## config.mk

```make
export PLATFORM = sky130hd
export DESIGN_NAME = knight_motion_ctrl
export DESIGN_NICKNAME = d
export VERILOG_FILES = /design/src/rtl/knight_pkg.sv /design/src/rtl/knight_key_decode.sv /design/src/rtl/knight_motion_ctrl.sv
export SDC_FILE = /design/constraint.sdc
export NUM_CORES = 1
export LEC_CHECK = 0
export BUFFER_PORTS_ARGS = -buffer_cell sky130_fd_sc_hd__buf_2
export CAP_MARGIN = 20
export CORE_MARGIN = 3
export CORE_UTILIZATION = 44
export DETAILED_ROUTE_END_ITERATION = 10
export PLACE_DENSITY = 0.75
export SETUP_SLACK_MARGIN = 0.5
export SLEW_MARGIN = 20
export SYNTH_ARGS = -nofsm -noshare
export SYNTH_HDL_FRONTEND = slang
export SYNTH_HIERARCHICAL = 1
export SYNTH_SLANG_ARGS = --single-unit
```

## constraint.sdc

```tcl
create_clock -name frame_clk -period 1.6 [get_ports frame_clk]
set_input_delay 0.32 -clock frame_clk [delete_from_list [all_inputs] [get_ports frame_clk]]
set_output_delay 0.32 -clock frame_clk [all_outputs]
set_load 0.05 [all_outputs]
```

## src/rtl/knight_pkg.sv

```systemverilog
// Shared types and constants for the Knight controllers.
package knight_pkg;

    localparam int unsigned KEY_W    = 8;
    localparam int unsigned STEP_W   = 10;
    localparam int unsigned CNT_W    = 8;
    localparam int unsigned STATUS_W = 4;

    localparam logic [KEY_W-1:0] KEY_RIGHT = 8'h4F;
    localparam logic [KEY_W-1:0] KEY_LEFT  = 8'h50;
    localparam logic [KEY_W-1:0] KEY_DOWN  = 8'h51;
    localparam logic [KEY_W-1:0] KEY_UP    = 8'h52;

    localparam logic [STATUS_W-1:0] ST_IDLE = 4'd0;
    localparam logic [STATUS_W-1:0] ST_WALK = 4'd1;
    localparam logic [STATUS_W-1:0] ST_JUMP = 4'd2;
    localparam logic [STATUS_W-1:0] ST_FALL = 4'd3;

    typedef enum logic [2:0] {
        IDLE = 3'd0,
        WALK = 3'd1,
        RISE = 3'd2,
        APEX = 3'd3,
        FALL = 3'd4
    } state_e;

    typedef struct packed {
        logic left;
        logic right;
        logic up;
        logic down;
    } keys_t;

endpackage

```

## src/rtl/knight_key_decode.sv

```systemverilog
// Turns four USB HID key slots into direction bits; slot order is irrelevant.
module knight_key_decode
    import knight_pkg::*;
(
    input  logic [KEY_W-1:0] keycode0_i,
    input  logic [KEY_W-1:0] keycode1_i,
    input  logic [KEY_W-1:0] keycode2_i,
    input  logic [KEY_W-1:0] keycode3_i,
    output keys_t            keys_c
);

    // A key counts as pressed when any slot carries its code.
    always_comb begin
        keys_c       = '0;
        keys_c.left  = (keycode0_i == KEY_LEFT)  || (keycode1_i == KEY_LEFT)  ||
                       (keycode2_i == KEY_LEFT)  || (keycode3_i == KEY_LEFT);
        keys_c.right = (keycode0_i == KEY_RIGHT) || (keycode1_i == KEY_RIGHT) ||
                       (keycode2_i == KEY_RIGHT) || (keycode3_i == KEY_RIGHT);
        keys_c.up    = (keycode0_i == KEY_UP)    || (keycode1_i == KEY_UP)    ||
                       (keycode2_i == KEY_UP)    || (keycode3_i == KEY_UP);
        keys_c.down  = (keycode0_i == KEY_DOWN)  || (keycode1_i == KEY_DOWN)  ||
                       (keycode2_i == KEY_DOWN)  || (keycode3_i == KEY_DOWN);
    end

endmodule

```

## src/rtl/knight_motion_ctrl.sv

```systemverilog
// Per-frame walk/jump/fall sequencer producing registered step commands.
module knight_motion_ctrl
    import knight_pkg::*;
#(
    parameter int unsigned WALK_SPEED  = 2,
    parameter int unsigned JUMP_SPEED  = 6,
    parameter int unsigned FALL_SPEED  = 6,
    parameter int unsigned FAST_FALL   = 9,
    parameter int unsigned RISE_FRAMES = 18,
    parameter int unsigned MIN_RISE    = 4,
    parameter int unsigned APEX_FRAMES = 3
) (
    input  logic                frame_clk,
    input  logic                Reset,
    input  logic [KEY_W-1:0]    keycode0,
    input  logic [KEY_W-1:0]    keycode1,
    input  logic [KEY_W-1:0]    keycode2,
    input  logic [KEY_W-1:0]    keycode3,
    input  logic                on_ground,
    input  logic                hit_ceiling,
    output logic [STEP_W-1:0]   x_step,
    output logic [STEP_W-1:0]   y_step,
    output logic [STATUS_W-1:0] status,
    output logic                facing
);

    localparam logic [STEP_W-1:0] WALK_POS = STEP_W'(WALK_SPEED);
    localparam logic [STEP_W-1:0] WALK_NEG = -WALK_POS;
    localparam logic [STEP_W-1:0] JUMP_POS = STEP_W'(JUMP_SPEED);
    localparam logic [STEP_W-1:0] JUMP_NEG = -JUMP_POS;
    localparam logic [STEP_W-1:0] FALL_Y   = STEP_W'(FALL_SPEED);
    localparam logic [STEP_W-1:0] FAST_Y   = STEP_W'(FAST_FALL);
    localparam logic [CNT_W-1:0]  CNT_MAX  = '1;

    keys_t                keys;
    state_e               state_q, state_d;
    logic [CNT_W-1:0]     cnt_q, cnt_d;
    logic                 up_prev_q;
    logic [STEP_W-1:0]    x_step_q, x_step_d;
    logic [STEP_W-1:0]    y_step_q, y_step_d;
    logic [STATUS_W-1:0]  status_q, status_d;
    logic                 facing_q, facing_d;
    logic                 up_edge;
    logic                 horiz_move;
    state_e               ground_state;
    logic [STEP_W-1:0]    fall_y;

    knight_key_decode u_key_decode (
        .keycode0_i (keycode0),
        .keycode1_i (keycode1),
        .keycode2_i (keycode2),
        .keycode3_i (keycode3),
        .keys_c     (keys)
    );

    assign up_edge      = keys.up & ~up_prev_q;
    assign horiz_move   = keys.left ^ keys.right;
    assign ground_state = horiz_move ? WALK : IDLE;
    assign fall_y       = keys.down ? FAST_Y : FALL_Y;

    // State, counter, key history and output registers.
    always_ff @(posedge frame_clk or posedge Reset) begin
        if (Reset) begin
            state_q   <= IDLE;
            cnt_q     <= '0;
            up_prev_q <= 1'b0;
            x_step_q  <= '0;
            y_step_q  <= '0;
            status_q  <= ST_IDLE;
            facing_q  <= 1'b1;
        end else begin
            state_q   <= state_d;
            cnt_q     <= cnt_d;
            up_prev_q <= keys.up;
            x_step_q  <= x_step_d;
            y_step_q  <= y_step_d;
            status_q  <= status_d;
            facing_q  <= facing_d;
        end
    end

    // Next-state, counter and step selection for the coming frame.
    always_comb begin
        state_d  = state_q;
        cnt_d    = (cnt_q == CNT_MAX) ? cnt_q : cnt_q + CNT_W'(1);
        x_step_d = '0;
        y_step_d = '0;
        status_d = ST_IDLE;
        facing_d = facing_q;

        // Horizontal arbitration is independent of the vertical state.
        if (keys.left && !keys.right) begin
            x_step_d = WALK_NEG;
            facing_d = 1'b0;
        end else if (keys.right && !keys.left) begin
            x_step_d = WALK_POS;
            facing_d = 1'b1;
        end

        case (state_q)
            IDLE, WALK: begin
                if (!on_ground) begin
                    state_d  = FALL;
                    y_step_d = fall_y;
                end else if (up_edge) begin
                    state_d  = RISE;
                    y_step_d = JUMP_NEG;
                end else begin
                    state_d  = ground_state;
                end
            end
            RISE: begin
                y_step_d = JUMP_NEG;
                if (hit_ceiling) begin
                    state_d  = FALL;
                    y_step_d = fall_y;
                end else if (cnt_q == CNT_W'(RISE_FRAMES)) begin
                    state_d  = APEX;
                    y_step_d = '0;
                end else if (!keys.up && (cnt_q >= CNT_W'(MIN_RISE))) begin
                    state_d  = APEX;
                    y_step_d = '0;
                end
            end
            APEX: begin
                if (on_ground) begin
                    state_d = ground_state;
                end else if (cnt_q >= CNT_W'(APEX_FRAMES - 1)) begin
                    state_d  = FALL;
                    y_step_d = fall_y;
                end
            end
            FALL: begin
                y_step_d = fall_y;
                if (on_ground) begin
                    state_d  = ground_state;
                    y_step_d = '0;
                end
            end
            default: begin
                state_d  = FALL;
                y_step_d = fall_y;
            end
        endcase

        // Fresh count on every state change; a jump starts on its first frame.
        if (state_d != state_q) begin
            cnt_d = (state_d == RISE) ? CNT_W'(1) : '0;
        end

        case (state_d)
            WALK:       status_d = ST_WALK;
            RISE, APEX: status_d = ST_JUMP;
            FALL:       status_d = ST_FALL;
            default:    status_d = ST_IDLE;
        endcase
    end

    assign x_step = x_step_q;
    assign y_step = y_step_q;
    assign status = status_q;
    assign facing = facing_q;

endmodule

```

# Yosys cells after proc, flatten, opt, wreduce, memory -nomap -nowiden
# Cells that the tools add are included.
[totals]
regBits = 37
inputBits = 36
output_inout_bits = 25
word_cells = 91
[op_classes]
n_addsub = 1
n_lt_le_gt_ge = 2
eq_ne = 28
n_mux = 28
n_bitwise = 3
n_reduce_logical = 22
[ops]
columns = ["cell", "n"]
rows = [
  ["$eq 8x7->1 const B", 16],
  ["$mux 10", 6],
  ["$pmux 10 s4", 1],
  ["$mux 3", 7],
  ["$mux 4", 4],
  ["$mux 8", 2],
  ["$eq 3x2->1 const B", 4],
  ["$logic_or 1x1->1", 12],
  ["$pmux 3 s4", 1],
  ["$add 8x1->8 const B", 1],
  ["$eq 8x5->1 const B", 1],
  ["$eq 8x8->1 const B", 1],
  ["$ge 8x2->1 const B", 1],
  ["$ge 8x3->1 const B", 1],
  ["$eq 3x1->1 const B", 2],
  ["$eq 3x3->1 const B", 2],
  ["$pmux 2 s3", 1],
  ["$mux 1", 4],
  ["$mux 2", 2],
  ["$reduce_or 2->1", 2],
  ["$logic_and 1x1->1", 3],
  ["$logic_not 1->1", 3],
  ["$logic_not 3->1", 1],
  ["$ne 3x3->1", 1],
  ["other kinds (5)", 5],
]

# Logic depth before layout (Yosys ltp)
[depth]
word_depth = 13
mapped_depth = 10

# Cells and area by module
# Netlist, hierarchy kept.
[by_module_without_submodules]
columns = ["mod", "instances", "cells_each", "area_per_inst_um2", "seq_area_each_um2"]
rows = [
  ["knight_motion_ctrl", 1, 147, 1348.8, 551.8],
  ["knight_key_decode", 1, 41, 284.0, 0.0],
]

# Worst setup path before layout
# No wires, ideal clock.
[synth_path]
path_kind = "input -> register"
start = "in keycode1[5]"
end = "reg cnt_q[2]"
t_arrival_ns = 2.525
t_required_ns = 1.519
path_slack_ns = -1.006
stages = 8
path_buffers = 0
path_cell_list = "or3b_1 or4_1 nand4_1 ha_1 or4_1 o211ai_1 nand4_4 nor3_2"
[synth_lines]
columns = ["element", "line_no", "rtl"]
rows = [
  ["start, declared", "knight_motion_ctrl.sv:16", "input logic [KEY_W-1:0] keycode1,"],
  ["end signal, assigned", "knight_motion_ctrl.sv:73", "cnt_q <= cnt_d;"],
  ["end, declared", "knight_motion_ctrl.sv:37", "logic [CNT_W-1:0] cnt_q, cnt_d;"],
]

==> results.toml <==
[clocking]
ctsHtreeMaxLevel = 1
numClockSinks = 22
max-clock-path-buffers = 2
tritoncts = "built"
clock_transition_at_the_registers_of_the_reported_paths_ns = 0.08
root_buffer = "sky130_fd_sc_hd__clkbuf_8"
number_of_clock_buffers_inserted_by_tritoncts = 3
number_of_buffers_added_to_fix_hold_violations_after_cts = 0
worst_skew_pair.late_latency_ns = 0.28

[global_route]
antenna_found_initial = 0
grt_first_pass_wirelength_um = 8760
grt.total_usage_pct = 25.7
grt_start_max_net_pins = 23
grt_overflow_total = 0
grt_pass1_vias = 1894

[route]
drc_errors = 0
avgViaCountPerCell = 5.67
dr.first_iter.drc_count = 137
wl_per_cell_um = 17.6
dr.pass1.iters = 4
routed-wl-met2_um = 3180
routed_wirelength_um = 6180
route.met3.wl_um = 408
m1WireLength_um = 2340
antenna_violating_nets_post_route = 0
route.vias.total = 1995
top_layer = "met4"

[synthesis]
synth_area_um2 = 1630
yosysWarningCount = 6
yosys.cell_types.count = 48
synth.ff_latch_count = 22
synthCells = 188
synth-edff-count = 0
synth-async-reset-ratio_pct = 100
syn_area_per_cell_um2 = 8.69
yosysSeqAreaShare_pct = 33.8
dominantRegCellSynth = "sky130_fd_sc_hd__dfrtp_1"

[power_and_ir_drop]
power.density_nw_per_um2 = 578
max-vdd-ir-drop_uv = 361
power.static_leakage_nw = 1.36

[floorplan]
die_w_um = 66.9
design.die.area_um2 = 4480
std_cell_rows = 21
start_util_pct = 47.4
floorplan.core_area_um2 = 3440
floorplan.die.height_um = 66.9
ios = 61

[run_status]
violated_checks = "setup timing"
run_status = "finished with violations"

[critical_path]
reg2reg_launch_point = "cnt_q[7]"
critPathKind = "input port to flip-flop"
worst_endpoint_data_arrival_time_ns = 2.62
cp.required_ns = 1.81
worstPathMaxFanout = 8
crit_path_start_kind = "input port"
worstRegToRegCells = 5
worstReg2RegEnd = "status[0]"
timing.reg2reg.setup_slack_ns = -0.28
endpoint_type_of_the_worst_setup_path = "flip-flop"

[timing]
final.period_utilization_pct = 151
rsz0062_at_grt = "yes"
totalNegativeSetupSlack_ns = -10.04
setup_ws_ns = -0.816
final_report_max_slew_violation_count = 0
finalHoldViolations = 0
slew_at_the_pin_closest_to_its_max_slew_limit_ns = 0.585
timing.final.setup_violations = 19
final.setup_skew_ns = 0.00439
fmax_ghz = 0.414
max_slew_margin_pct = 60.4
layout_min_cycle_time_ns = 2.42
fin_worst_hold_slack_ns = 0.0649

[final_layout]
layout-area-overhead-vs-synth_pct = 79.2
final_layout_size_suffix_gt1_share_pct = 55.2
fill_cells = 197
num-nets-final = 347
layout_common_cells = "62 x sky130_fd_sc_hd__buf_4, 31 x sky130_fd_sc_hd__buf_2, 24 x sky130_fd_sc_hd__buf_6, 19 x sky130_fd_sc_hd__nor2_1, 19 x sky130_fd_sc_hd__dfrtp_1"
insertedDiodeCount = 0
final_area_um2 = 2930
final_common_cell = "sky130_fd_sc_hd__buf_4"

[placement]
routabilityCongestion = 0.884
post_place_instance_area_um2 = 2380
numPortBuffers = 57
place.detailed.hpwl_um = 3520

[hold_path]
hold_crit_class = "input port to async pin"

[run]
drv.max_cap_violation_count = 0
timing repair:
action                     4_1_cts  5_1_grt
setup endpoints to repair       44       44
gates resized for setup         82       12
pin swaps                       21       12
setup buffers                    9        6
critical path, stage by stage:
cell	delay [ns]
sky130_fd_sc_hd__buf_6	0.09
sky130_fd_sc_hd__or3b_1	0.37
sky130_fd_sc_hd__or4_1	0.46
sky130_fd_sc_hd__nand4_1	0.14
sky130_fd_sc_hd__ha_4	0.23
sky130_fd_sc_hd__or4_4	0.43
sky130_fd_sc_hd__o211ai_1	0.17
sky130_fd_sc_hd__nand4_4	0.23
sky130_fd_sc_hd__o21ai_2	0.18
registers in the layout, summed over array words and instances, names as in the netlist:
register   flops
status         2
cnt_q          8
facing         1
up_prev_q      1
state_q        3
y_step         5
x_step         2
cell usage after synthesis (all sizes together) (3+ instances only):
library cell / number / area share [%]
dfrtp: 21 / 32
nand2: 16 / 3.7
o21ai: 6 / 1.8
inv: 8 / 1.8
buf: 16 / 7.2
nor3: 6 / 2.5
or4: 4 / 1.8
o211ai: 3 / 1.4
nand3: 9 / 3.1
ha: 4 / 3.1
nand4b: 9 / 4.8
nor4bb: 4 / 2.5
nor4: 6 / 2.7
clkbuf: 4 / 0.92
nor2b: 6 / 2.3
nor4b: 3 / 2.0
xnor2: 3 / 1.6
a21oi: 6 / 1.8
nand2b: 3 / 1.1
nor2: 19 / 4.4
nand4: 6 / 3.2
layout make-up:
class / count / area, um^2 / area share, %
clock buffer: 3 / 41.3 / 1.41
inverter: 8 / 32.5 / 1.11
multi-input combinational: 140 / 1090 / 37.3
sequential: 22 / 557 / 19.0
tap: 46 / 57.6 / 1.97
clock inverter: 1 / 30.0 / 1.03
timing repair buffer: 132 / 1120 / 38.2
worst max path at each step:
| stage | start | to |
|---|---|---|
| CTS | keycode1[3] | cnt_q[2] |
| floorplan | keycode1[5] | cnt_q[2] |
| detailed placement | keycode1[5] | cnt_q[2] |
| finish | keycode1[2] | cnt_q[0] |
| global placement | keycode1[5] | cnt_q[2] |
| global route | keycode1[2] | cnt_q[2] |
power breakdown:
group / switching, mW / internal, mW / total [mW]
Combinational: 0.280 / 0.264 / 0.544
Sequential: 0.0317 / 0.590 / 0.622
Clock: 0.190 / 0.335 / 0.525
Total: 0.502 / 1.19 / 1.69
layer usage:
layer	track usage (%)	vias to the layer above
met1	29.6	955
met2	46.9	108
met3	4.38	23
met4	9.87	0
li1	-	909
met5	0	-
logic make-up (layout without fill, tap and decap cells):
| family | count (synthesis) | count (layout) | synth area share [%] |
|---|---|---|---|
| AOI/OAI and AO/OA | 28 | 28 | 11.6 |
| xor gates and xnor gates | 4 | 4 | 2.15 |
| adders and majority gates | 4 | 4 | 3.07 |
| buffers and inverters | 28 | 144 | 9.96 |
| DFF | 22 | 22 | 33.8 |
| muxes | 2 | 2 | 1.23 |
| other | 1 | 3 | 0.230 |
| and+or+nand+nor | 99 | 99 | 38.0 |
metrics by stage:
stage | util, % | worst slack, ns | instances | power (mW)
after CTS | 82.3 | -0.815 | 346 | 1.64
after detailed placement | 69.1 | -1.15 | 333 | 1.05
after global placement | 69.1 | -1.07 | 333 | 1.04
after floorplan | - | -0.859 | 190 | 0.861
final | 85.0 | -0.816 | 352 | 1.69
after global routing | 85.0 | -0.922 | 352 | 1.76
(Power assumes the default switching activity.)
